**config.mk**
```make
export PLATFORM = sky130hd
export DESIGN_NAME = taillamp_input_cond
export DESIGN_NICKNAME = d
export VERILOG_FILES = /design/src/rtl/taillamp_pkg.sv /design/src/rtl/key_debounce.sv /design/src/rtl/taillamp_input_cond.sv
export SDC_FILE = /design/constraint.sdc
export NUM_CORES = 1
export LEC_CHECK = 0
export BUFFER_PORTS_ARGS = -buffer_cell sky130_fd_sc_hd__buf_2
export CAP_MARGIN = 20
export CELL_PAD_IN_SITES_DETAIL_PLACEMENT = 1
export CELL_PAD_IN_SITES_GLOBAL_PLACEMENT = 2
export CORE_UTILIZATION = 35
export CTS_CLUSTER_DIAMETER = 60
export CTS_CLUSTER_SIZE = 28
export DETAILED_ROUTE_END_ITERATION = 7
export HOLD_SLACK_MARGIN = 0.08
export PLACE_DENSITY = 0.74
export SETUP_SLACK_MARGIN = 0.5
export SLEW_MARGIN = 25
export SYNTH_ARGS = -nofsm -noshare
export SYNTH_HDL_FRONTEND = slang
export SYNTH_HIERARCHICAL = 1
export SYNTH_SLANG_ARGS = --single-unit
```
**constraint.sdc**
```tcl
create_clock -name clk -period 2.4 [get_ports clk]
set_clock_uncertainty 0.2 [all_clocks]
set_input_delay 0.12 -clock clk [delete_from_list [all_inputs] [get_ports clk]]
set_output_delay 0.12 -clock clk [all_outputs]
set_load 0.005 [all_outputs]
```
**src/rtl/taillamp_pkg.sv**
```systemverilog
// taillamp_pkg
// Shared definitions for the tail-lamp input conditioning block:
//   - FSM state type and encodings (IDLE / ARMING / RUN)
//   - side_mode encodings (SIDE_BOTH / SIDE_RIGHT / SIDE_LEFT / SIDE_OFF)
//   - default timing constants for a 50 MHz clock
//   - small helpers for counter sizing and switch decoding
package taillamp_pkg;

  typedef logic [1:0] taillamp_state_t;

  localparam taillamp_state_t IDLE   = 2'd0;
  localparam taillamp_state_t ARMING = 2'd1;
  localparam taillamp_state_t RUN    = 2'd2;

  localparam logic [1:0] SIDE_BOTH  = 2'b00;
  localparam logic [1:0] SIDE_RIGHT = 2'b01;
  localparam logic [1:0] SIDE_LEFT  = 2'b10;
  localparam logic [1:0] SIDE_OFF   = 2'b11;

  localparam int DEF_DEBOUNCE_CYCLES  = 1000000;    // 20 ms
  localparam int DEF_ARM_DELAY_CYCLES = 100000000;  // 2 s
  localparam int DEF_TICK_CYCLES      = 5000000;    // 0.1 s

  // Width of a counter that must hold 0 .. n-1 (at least one bit).
  function automatic int cnt_width(input int n);
    return (n > 1) ? $clog2(n) : 1;
  endfunction

  // Map synchronized {SW[9], SW[0]} onto the side_mode encoding.
  function automatic logic [1:0] side_decode(input logic sw_left, input logic sw_right);
    logic [1:0] mode;
    case ({sw_left, sw_right})
      2'b01:   mode = SIDE_RIGHT;
      2'b10:   mode = SIDE_LEFT;
      2'b11:   mode = SIDE_OFF;
      default: mode = SIDE_BOTH;
    endcase
    return mode;
  endfunction

endpackage

```
**src/rtl/key_debounce.sv**
```systemverilog
// key_debounce
// Two-flop synchronizer followed by a stability filter for one raw
// active-low key. The filtered level only moves once the synchronized
// level has disagreed with it for DEBOUNCE_CYCLES consecutive cycles.
//
// Configuration macro: TAILLAMP_DEBOUNCE_EN
//   defined   -> stability filter present
//   undefined -> key_deb follows the synchronized key directly
//
// Ports:
//   clk     in  system clock
//   RESET   in  asynchronous active-low reset
//   key     in  raw key level (asynchronous to clk)
//   key_deb out filtered key level (1 = released)
module key_debounce
  import taillamp_pkg::*;
#(
  parameter int DEBOUNCE_CYCLES = DEF_DEBOUNCE_CYCLES
) (
  input  logic clk,
  input  logic RESET,
  input  logic key,
  output logic key_deb
);

  logic [1:0] sync_ff;
  logic       key_sync;

  // Metastability guard; resets to the released level.
  always_ff @(posedge clk or negedge RESET) begin
    if (!RESET) sync_ff <= 2'b11;
    else        sync_ff <= {sync_ff[0], key};
  end

  assign key_sync = sync_ff[1];

`ifdef TAILLAMP_DEBOUNCE_EN
  localparam int CNT_W = cnt_width(DEBOUNCE_CYCLES);
  localparam logic [CNT_W-1:0] CNT_LAST = CNT_W'(DEBOUNCE_CYCLES - 1);

  logic [CNT_W-1:0] cnt;
  logic             deb;

  // Count consecutive cycles of disagreement; any agreement (bounce back)
  // restarts the count from zero.
  always_ff @(posedge clk or negedge RESET) begin
    if (!RESET) begin
      cnt <= '0;
      deb <= 1'b1;
    end else if (key_sync != deb) begin
      if (cnt == CNT_LAST) begin
        deb <= key_sync;
        cnt <= '0;
      end else begin
        cnt <= cnt + 1'b1;
      end
    end else begin
      cnt <= '0;
    end
  end

  assign key_deb = deb;
`else
  logic unused_cfg;
  assign unused_cfg = (DEBOUNCE_CYCLES > 0);
  assign key_deb    = key_sync;
`endif

endmodule

```
**src/rtl/taillamp_input_cond.sv**
```systemverilog
// taillamp_input_cond
// Conditions the START key and side switches for the tail-lamp animator
// and runs the IDLE -> ARMING -> RUN sequencer that gates the animation
// tick.
//
// Configuration macro: TAILLAMP_DEBOUNCE_EN (see key_debounce)
//
// Ports:
//   clk         in   50 MHz system clock
//   RESET       in   asynchronous active-low reset (KEY0)
//   START       in   raw active-low start key (KEY1)
//   SW[9:0]     in   raw slide switches, only SW[0] and SW[9] used
//   start_pulse out  one-cycle pulse per accepted start press
//   armed       out  high while in RUN
//   tick        out  one-cycle animation step strobe, RUN only
//   side_mode   out  00 both, 01 right, 10 left, 11 off
//   mode_change out  one-cycle pulse after side_mode changes
module taillamp_input_cond
  import taillamp_pkg::*;
#(
  parameter int DEBOUNCE_CYCLES  = DEF_DEBOUNCE_CYCLES,
  parameter int ARM_DELAY_CYCLES = DEF_ARM_DELAY_CYCLES,
  parameter int TICK_CYCLES      = DEF_TICK_CYCLES
) (
  input  logic       clk,
  input  logic       RESET,
  input  logic       START,
  input  logic [9:0] SW,
  output logic       start_pulse,
  output logic       armed,
  output logic       tick,
  output logic [1:0] side_mode,
  output logic       mode_change
);

  localparam int ARM_W  = cnt_width(ARM_DELAY_CYCLES);
  localparam int TICK_W = cnt_width(TICK_CYCLES);
  localparam logic [ARM_W-1:0]  ARM_LAST  = ARM_W'(ARM_DELAY_CYCLES - 1);
  localparam logic [TICK_W-1:0] TICK_LAST = TICK_W'(TICK_CYCLES - 1);

  taillamp_state_t   state, state_next;
  logic [ARM_W-1:0]  arm_cnt;
  logic [TICK_W-1:0] tick_cnt;
  logic              start_deb, start_deb_q;
  logic [1:0]        sw0_ff, sw9_ff;
  logic              arm_done, side_upd;
  logic [1:0]        side_next;
  logic              unused_sw;

  assign unused_sw = ^SW[8:1];

  key_debounce #(
    .DEBOUNCE_CYCLES(DEBOUNCE_CYCLES)
  ) u_start_key (
    .clk    (clk),
    .RESET  (RESET),
    .key    (START),
    .key_deb(start_deb)
  );

  // Accepted press = falling edge of the filtered key, registered so the
  // pulse lands in the cycle after the filtered level falls.
  always_ff @(posedge clk or negedge RESET) begin
    if (!RESET) begin
      start_deb_q <= 1'b1;
      start_pulse <= 1'b0;
    end else begin
      start_deb_q <= start_deb;
      start_pulse <= start_deb_q & ~start_deb;
    end
  end

  // Switches are levels, not keys, so they only need synchronizing.
  always_ff @(posedge clk or negedge RESET) begin
    if (!RESET) begin
      sw0_ff <= 2'b00;
      sw9_ff <= 2'b00;
    end else begin
      sw0_ff <= {sw0_ff[0], SW[0]};
      sw9_ff <= {sw9_ff[0], SW[9]};
    end
  end

  assign arm_done  = (arm_cnt == ARM_LAST);
  assign armed     = (state == RUN);
  // A press in the same cycle wins over a tick, so the exit cycle is silent.
  assign tick      = (state == RUN) && (tick_cnt == '0) && !start_pulse;
  assign side_upd  = (state != RUN) || tick;
  assign side_next = side_decode(sw9_ff[1], sw0_ff[1]);

  // Next-state logic; a press always has priority over arm expiry.
  always_comb begin
    state_next = state;
    case (state)
      IDLE:    if (start_pulse) state_next = ARMING;
      ARMING:  if (start_pulse) state_next = IDLE;
               else if (arm_done) state_next = RUN;
      RUN:     if (start_pulse) state_next = IDLE;
      default: state_next = IDLE;
    endcase
  end

  // State and counters; counters are held at zero outside their state so
  // every entry into ARMING or RUN starts a full interval.
  always_ff @(posedge clk or negedge RESET) begin
    if (!RESET) begin
      state    <= IDLE;
      arm_cnt  <= '0;
      tick_cnt <= '0;
    end else begin
      state <= state_next;
      if (state == ARMING && !start_pulse && !arm_done) arm_cnt <= arm_cnt + 1'b1;
      else                                               arm_cnt <= '0;
      if (state == RUN && !start_pulse)
        tick_cnt <= (tick_cnt == TICK_LAST) ? '0 : tick_cnt + 1'b1;
      else
        tick_cnt <= '0;
    end
  end

  // side_mode follows the switches except in RUN, where it is frozen
  // between ticks so a frame never tears; mode_change flags the update.
  always_ff @(posedge clk or negedge RESET) begin
    if (!RESET) begin
      side_mode   <= SIDE_BOTH;
      mode_change <= 1'b0;
    end else if (side_upd) begin
      side_mode   <= side_next;
      mode_change <= (side_next != side_mode);
    end else begin
      mode_change <= 1'b0;
    end
  end

endmodule

```
Word level (Yosys, flattened, before mapping)
Index checks and enable logic that the tools add are counted.

Register bits: 63. Input port bits: 13. Output and inout port bits: 6. Logic and storage cells: 47.

Add/subtract/negate cells: 2. Eq/ne operators: 12. Muxes and demuxes: 10. Bitwise logic cells: 2. Reduce and logical (&&, ||, !) cells: 11.

Operator list (count): 2-to-1 mux 23 bit (2); adder 27 x 1 -> 27 bit, second input constant (1); == test 27 bit, second input constant (1); 2-to-1 mux 27 bit (1); adder 23 x 1 -> 23 bit, second input constant (1); == test 23 bit, second input constant (1); logical NOT 23 bit (1); case mux 2 bit (3 select lines) (2); 2-to-1 mux 2 bit (4); == test 2 bit, second input constant (3); inequality test 2 bit, second input constant (3); logical AND 1 bit (5); == test 2 x 1 -> 1 bit, second input constant (2); inequality test 3 bit, second input constant (1); AND reduction 3 bit (1); logical NOT 1 bit (2); logical NOT 2 bit (1); inequality test 2 bit (1); bitwise AND 1 bit (1); logical OR 1 bit (1); 2-to-1 mux 1 bit (1); NOT 1 bit (1).

Depth between registers and ports, before layout
Gate-level depths: netlist of run 1.

Depth in word-level cells: 5. Depth in mapped cells: 7. Mapped depth without buffers: 6.

Hierarchy
Netlist of run 1, hierarchy kept.

Modules (own cells, without submodules): taillamp_input_cond (instances 1, cells an instance 306, area an instance 2987.9 sq um, sequential area each 1527.7 sq um); key_debounce (instances 1, cells an instance 2, area an instance 52.6 sq um, sequential area each 52.6 sq um).

Worst setup path before layout of run 1
OpenSTA, ideal clock, no wires.

Kind: register to register. Start: register tick_cnt[0]. End: register tick_cnt[22]. Setup time: 78 ps. Arrival time: 2022 ps. Required time: 2122 ps. Setup slack: 99 ps. Stages on the path, launching flop included: 8. Path buffers: 2. Period minus slack after synthesis: 2301 ps. Path through: dfrtp_1 > ha_1 > clkbuf_1 > nand2_1 > or4_1 > buf_2 > or4_1 > a21oi_1.

Cells in the longest elaborated chain, start to end: 3. Elaborated cells on any way between the ends: 4. Those cells by class: add/sub (1); eq/ne (1); mux (2).

Ends and longest elaborated chain: from (decl) (line taillamp_input_cond.sv:43) `logic [TICK_W-1:0] tick_cnt;`; from (signal assigned) (line taillamp_input_cond.sv:115) `tick_cnt <= (tick_cnt == TICK_LAST) ? '0 : tick_cnt + 1'b1;`; adder 23 x 1 -> 23 bit / == test 23 bit (equally long branches) (line taillamp_input_cond.sv:115); 2-to-1 mux 23 bit * (line taillamp_input_cond.sv:115); 2-to-1 mux 23 bit * (line taillamp_input_cond.sv:114) `if (state == RUN && !start_pulse)`.

Every way passes the cells marked *; elsewhere a longest branch is shown, timed or not. A chain may end at the register's enable or synchronous reset.

Worst setup path after layout of run 1
Start: register tick_cnt[9]. End: register tick_cnt[22].

The elaborated chain is that of the path after synthesis.

==> results of run 1 <==
through the flow:
stage | setup slack (ns) | power [W] | cells
floorplan | 0.289 | 0.00116 | 308
global placement | 0.245 | 0.00121 | 426
detailed placement | 0.181 | 0.00121 | 426
CTS | 0.383 | 0.00219 | 472
global route | 0.275 | 0.00227 | 486
finish | 0.362 | 0.00216 | 486
worst paths after layout:
check	startpoint	endpoint	slack (ns)	cells past startpoint
hold reg to reg	sw9_ff[0]$_DFF_PN0_	sw9_ff[1]$_DFF_PN0_	0.16	0
setup reg to reg	tick_cnt[9]$_DFF_PN0_	tick_cnt[22]$_DFF_PN0_	0.36	4
min in group clk	sw9_ff[0]$_DFF_PN0_	sw9_ff[1]$_DFF_PN0_	0.16	0
hold / removal	RESET	arm_cnt[7]$_DFF_PN0_	0.13	2
setup / recovery	tick_cnt[9]$_DFF_PN0_	tick_cnt[22]$_DFF_PN0_	0.36	4
max in group asynchronous	RESET	arm_cnt[10]$_DFF_PN0_	1.22	3
sequential cells by signal, summed over array words and instances (netlist names):
| signal | count |
|---|---|
| arm_cnt | 27 |
| mode_change | 1 |
| side_mode | 2 |
| start_deb_q | 1 |
| start_pulse | 1 |
| state | 2 |
| sw0_ff | 2 |
| sw9_ff | 2 |
| tick_cnt | 23 |
| u_start_key/sync_ff | 2 |
layer usage:
metal,share of wire (%),vias up,track usage [%]
met4,2.3,0,7.58
met5,0,-,0
met3,2.7,16,5.50
met2,51,34,34.5
li1,-,1262,-
met1,44,1344,25.2
area by class of cell:
cell class / count / area (um2) / share of cell area (%)
clock buffer: 10 / 128 / 2.97
clock inverter: 6 / 61.3 / 1.43
inverter: 10 / 37.5 / 0.874
multi-input combinational: 224 / 1780 / 41.5
sequential: 63 / 1600 / 37.1
tap: 105 / 131 / 3.06
timing repair buffer: 68 / 562 / 13.1
cells in the mapped netlist (2+ instances only):
cell      number  share of area [%]
o31ai_1        8                2.0
and3_1         4               0.82
nor4_1         6                1.2
xnor2_1       10                2.9
nor2b_1        2               0.41
o21ai_0       16                2.6
nand3_1       20                3.3
a21oi_1       23                3.8
and2_1         2               0.41
dfstp_2        3                2.6
dfrtp_1       60                 49
nor4b_1        3               0.86
inv_1         10                1.2
and4_1         7                2.0
o211ai_1       2               0.49
ha_1           3                1.2
xor2_1        14                4.0
mux2_2         2               0.74
or4_1          9                2.2
nand2_1       18                2.2
nor3_1         3               0.49
nor2_1        31                3.8
buf_2          4               0.66
nand4_1       14                2.9
or3_1         15                3.1
clkbuf_1       7               0.86
critical path: cells and delay by family, from the launching register on:
family          cells  cell delay [ns]
compound gates      1             0.13
flops               1             0.47
simple gates        3             1.17
report_power, final:
group / total [W] / switching, W / internal (W)
combinational: 0.000148 / 0.0000862 / 0.0000618
clock: 0.000919 / 0.000443 / 0.000476
sequential: 0.00110 / 0.0000137 / 0.00108
total: 0.00216 / 0.000543 / 0.00162
logic make-up (layout without fill, tap and decap cells):
group,after synthesis,in the layout
xor+xnor,24,24
flops,63,63
fa+ha+maj,3,3
mux,2,2
simple gates,139,140
buf+inv,22,94
compound gates,55,55
what timing repair did:
item                                    CTS  global route
endpoints found under the setup margin   41            50
pin swaps                                17            40
hold buffers                              4             0
hold endpoints to repair                 62             0
setup buffers                            23            13
gates resized for setup                  50            76
gates cloned                              3             1
==> results.json, run 1 <==
{
  "synth_nets": 324,
  "final_max_slew_viol_count": 0,
  "antenna_found_initial": 0,
  "worst_slew_pin_slew_ns": 0.642,
  "synthMuxAreaShare_pct": 0.741,
  "clkTransAtPathRegs_ns": 0.08,
  "yosysWarningCount": 6,
  "dieArea_mm2": 0.00906,
  "mostFrequentLayoutCell": "dfrtp_1",
  "avgSynthCellArea_um2": 9.87,
  "clock_latency_ns": 0.35,
  "max_freq_mhz": 491,
  "synthXorXnorAreaFrac_pct": 6.91,
  "cts_tree": "built",
  "fp.dieW_um": 95.2,
  "start_util_pct": 36.6,
  "slowest_delay_ns": 0.58,
  "port_buffers": 10,
  "synth_compound_area_share_pct": 10.9,
  "crit_type": "reg2reg",
  "grt_first_pass_wirelength_mm": 13.9,
  "cp_slowest_cell": "or4_4",
  "synth_ff_type": "dfrtp_1",
  "hold_viol": 0,
  "start_kind": "flip-flop",
  "num_rows": 33,
  "gp_congestion": 0.778,
  "vias_per_cell": 5.47,
  "post_dp_cell_area_mm2": 0.00332,
  "finish.instance_area_mm2": 0.00430,
  "num_vias": 2656,
  "fillers": 896,
  "p_per_area_mw_per_mm2": 504,
  "place_hpwl_mm": 4.97,
  "dr.pass1.iters": 4,
  "overflow": 0,
  "maxCapViolCount": 0,
  "htreeDepth": 3,
  "rsz0062_at_grt": "yes",
  "postSynthCellCount": 308,
  "synth_seq_cells": 63,
  "fin_crit_sh_pct": 84.9,
  "synth_fa_ha_area_share_pct": 1.23,
  "fin_nets": 392,
  "drive_gt1_share_pct": 45.9,
  "ant_nets": 0,
  "synth_edf_count": 0,
  "required_ns": 2.47,
  "grt_pass1_vias": 2763,
  "ys_types": 38,
  "finalSetupViolations": 0,
  "cts_root_buf": "clkbuf_8",
  "io_pins": 19,
  "slew_headroom_pct": 57.2,
  "drc": 0,
  "leakagePower_nw": 1.65,
  "synth_seq_area_share_pct": 52.0,
  "crit_chain": "nand3_1 -> or4_4 -> or4_1 -> a21oi_1",
  "routed_wl_mm": 8.62,
  "end_kind": "flip-flop",
  "yosys.area_share.simple_pct": 25.3,
  "chipHeight_um": 95.2,
  "status": "finished clean",
  "synth_top_family_by_area": "simple AND/OR/NAND/NOR gates",
  "hp-class": "in2async",
  "layout-area-overhead-vs-synth_pct": 41.3,
  "timing.hold.ws_ns": 0.128,
  "numCtsBuffers": 9,
  "grt_max_degree": 38,
  "coreArea_mm2": 0.00830,
  "drt_iter0_drc": 72,
  "fin_util_pct": 51.8,
  "wl_per_cell_um": 17.7,
  "track_usage_pct": 20.5,
  "antennaDiodeCount": 0,
  "cts_num_sinks": 63,
  "cts_buffer_depth": 2,
  "tns_ns": 0,
  "cp_max_fo": 5,
  "arrival_ns": 2.11,
  "syn_area_mm2": 0.00304,
  "min_period_ns": 2.04,
  "async_flop_share_pct": 100,
  "max-vdd-ir-drop_mv": 0.274,
  "final_cell_mix": "dfrtp_1 (48), buf_4 (37), nand3_1 (17)"
}
Note: power is estimated with default switching activity, not from simulation.
==> inputs of run 2 (changes only) <==
--- a/config.mk
+++ b/config.mk
@@ -9,12 +9,12 @@
 export CAP_MARGIN = 20
 export CELL_PAD_IN_SITES_DETAIL_PLACEMENT = 1
 export CELL_PAD_IN_SITES_GLOBAL_PLACEMENT = 2
-export CORE_UTILIZATION = 35
+export CORE_UTILIZATION = 39
 export CTS_CLUSTER_DIAMETER = 60
 export CTS_CLUSTER_SIZE = 28
 export DETAILED_ROUTE_END_ITERATION = 7
 export HOLD_SLACK_MARGIN = 0.08
-export PLACE_DENSITY = 0.74
+export PLACE_DENSITY = 0.78
 export SETUP_SLACK_MARGIN = 0.5
 export SLEW_MARGIN = 25
 export SYNTH_ARGS = -nofsm -noshare
==> constraint.sdc (replaced) <==
create_clock -name clk -period 1.9 [get_ports clk]
set_clock_uncertainty 0.2 [all_clocks]
set_input_delay 0.095 -clock clk [delete_from_list [all_inputs] [get_ports clk]]
set_output_delay 0.095 -clock clk [all_outputs]
set_load 0.005 [all_outputs]
==> run 2 against run 1 <==
Net effect:
- the run now ends with negative hold slack, negative setup slack left
- routed wire length is 42% higher
- via count increased by 17%
- register-to-register slack lost 0.75 ns
- largest cell class unchanged
- global-route usage up 6.8 points
- critical endpoint is now side_mode[1]$_DFFE_PN0P_
- highest routed layer unchanged
- setup slack got worse by 0.75 ns
==> results.json, run 2 (same netlist as run 1, synthesis figures left out) <==
{
  "status": "complete, but fails checks",
  "violations": "negative hold slack, negative setup slack",
  "wl_per_cell_um": 23.1,
  "r2r_cells": 6,
  "r2r-end": "side_mode[1]$_DFFE_PN0P_",
  "fin_nets": 441,
  "tns_ns": -7.61,
  "postCtsHoldBufs": 4,
  "start_kind": "flip-flop",
  "largest_reg_flops": 27,
  "power_frac_seq_pct": 47.6,
  "pwr-share-clk_pct": 41.7,
  "num_vias": 3098,
  "min_period_ns": 2.29,
  "start_util_pct": 41.0,
  "numCtsBuffers": 9,
  "antenna_found_initial": 0,
  "arrival_ns": 2.34,
  "htreeDepth": 3,
  "pre_cts_slack_ns": -0.202,
  "chipHeight_um": 90.3,
  "switching_share_pct": 27.2,
  "maxCapViolCount": 0,
  "grt_first_pass_wirelength_mm": 16.9,
  "dieArea_mm2": 0.00815,
  "groute.layer.met1.usage_pct": 31.2,
  "track_usage_pct": 27.3,
  "cts_num_sinks": 63,
  "required_ns": 1.95,
  "drive_gt1_share_pct": 51.9,
  "pwr-share-comb_pct": 10.7,
  "end_kind": "flip-flop",
  "cp_max_fo": 4,
  "hp-class": "in2async",
  "port_buffers": 10,
  "clock_latency_ns": 0.37,
  "max-vdd-ir-drop_mv": 0.405,
  "fin_crit_sh_pct": 121,
  "finalSetupViolations": 51,
  "worst_slew_pin_slew_ns": 0.427,
  "vias_per_cell": 5.86,
  "rsz0062_at_grt": "yes",
  "use_met2_pct": 47.1,
  "fillers": 749,
  "fin_cells": 529,
  "use_met3_pct": 5.72,
  "grt_max_degree": 19,
  "cts_root_buf": "clkbuf_8",
  "final_max_slew_viol_count": 0,
  "power_w": 0.00292,
  "overflow": 0,
  "clkTransAtPathRegs_ns": 0.08,
  "coreArea_mm2": 0.00741,
  "r2r_slack_ns": -0.39,
  "crit_type": "reg2reg",
  "io_pins": 19,
  "timing.hold.ws_ns": -0.0270,
  "place_hpwl_mm": 5.70,
  "mostFrequentLayoutCell": "buf_4",
  "power.internal_w": 0.00213,
  "leakagePower_nw": 2.00,
  "top_usage_layer": "met2",
  "gp_congestion": 0.816,
  "p_per_area_mw_per_mm2": 594,
  "top_register": "arm_cnt",
  "final_cell_mix": "buf_4 (76), dfrtp_1 (57), buf_6 (18)",
  "layout-area-overhead-vs-synth_pct": 61.6,
  "cts_buffer_depth": 2,
  "grt_pass1_vias": 3249,
  "p_switching_w": 0.000794,
  "hold_viol": 12,
  "ant_nets": 0,
  "reg_top3": "arm_cnt: 27 flops, tick_cnt: 23 flops",
  "dr.pass1.iters": 4,
  "fp.dieW_um": 90.3,
  "num_rows": 31,
  "fin_ws_ns": -0.393,
  "antennaDiodeCount": 0,
  "drt_iter0_drc": 114,
  "max_freq_mhz": 436,
  "placed_cells": 462,
  "drc": 0,
  "timing.rr.start": "tick_cnt[11]$_DFF_PN0_",
  "cts_tree": "built",
  "slew_headroom_pct": 71.3,
  "routed_wl_mm": 12.2
}
## run 2: per-layer routing
metal | vias up | part of all wire, %
li1 | 1365 | -
met1 | 1606 | 39
met2 | 89 | 54
met3 | 38 | 3.2
met4 | 0 | 4.5
met5 | - | 0
## run 2: timing repair
item / 4_1_cts / 5_1_grt
setup buffers: 30 / 11
setup endpoints to repair: 57 / 57
pin swaps: 24 / 25
cloned: 5 / 1
hold endpoints to repair: 66 / 12
gates resized for setup: 53 / 82
## run 2: worst max-delay path by stage
stage / startpoint / end / slack (ns) / depth (start not counted)
6_report: tick_cnt[11]$_DFF_PN0_ / side_mode[1]$_DFFE_PN0P_ / -0.39 / 6
3_5_place_dp: tick_cnt[0]$_DFF_PN0_ / tick_cnt[22]$_DFF_PN0_ / -0.20 / 5
2_1_floorplan: tick_cnt[0]$_DFF_PN0_ / tick_cnt[22]$_DFF_PN0_ / -0.21 / 7
3_3_place_gp: tick_cnt[0]$_DFF_PN0_ / tick_cnt[22]$_DFF_PN0_ / -0.11 / 5
4_1_cts: tick_cnt[0]$_DFF_PN0_ / tick / -0.11 / 7
5_1_grt: tick_cnt[11]$_DFF_PN0_ / side_mode[1]$_DFFE_PN0P_ / -0.47 / 6
## run 2: power by group through the flow
stage	registers [W]	clock network, W	logic, W
2_1_floorplan	0.00141	0	0.0000666
3_3_place_gp	0.00141	0	0.000150
3_5_place_dp	0.00142	0	0.000155
4_1_cts	0.00139	0.00120	0.000235
5_1_grt	0.00139	0.00129	0.000333
6_report	0.00139	0.00122	0.000312
## run 2: critical path: stages (launching register included)
cell,delay (ns)
dfrtp_1,0.44
buf_4,0.17
nor4_1,0.38
nand4_1,0.26
buf_4,0.22
o21ai_4,0.19
mux2_4,0.31
## run 2: through the flow
| step | utilization (%) | instance area, um2 |
|---|---|---|
| after global routing | 66.3 | 4910 |
| after detailed placement | 50.0 | 3710 |
| final | 66.3 | 4910 |
| after global placement | 50.0 | 3710 |
| after CTS | 60.2 | 4460 |
| after floorplan | - | 3200 |
## run 2: final cells by class
class | instances | area (um2) | area share, %
Clock buffer | 10 | 128 | 2.60
Clock inverter | 6 | 61.3 | 1.25
Inverter | 10 | 40.0 | 0.815
Multi-Input combinational cell | 225 | 1930 | 39.2
Sequential cell | 63 | 1580 | 32.2
Tap cell | 99 | 124 | 2.52
Timing Repair Buffer | 116 | 1050 | 21.4
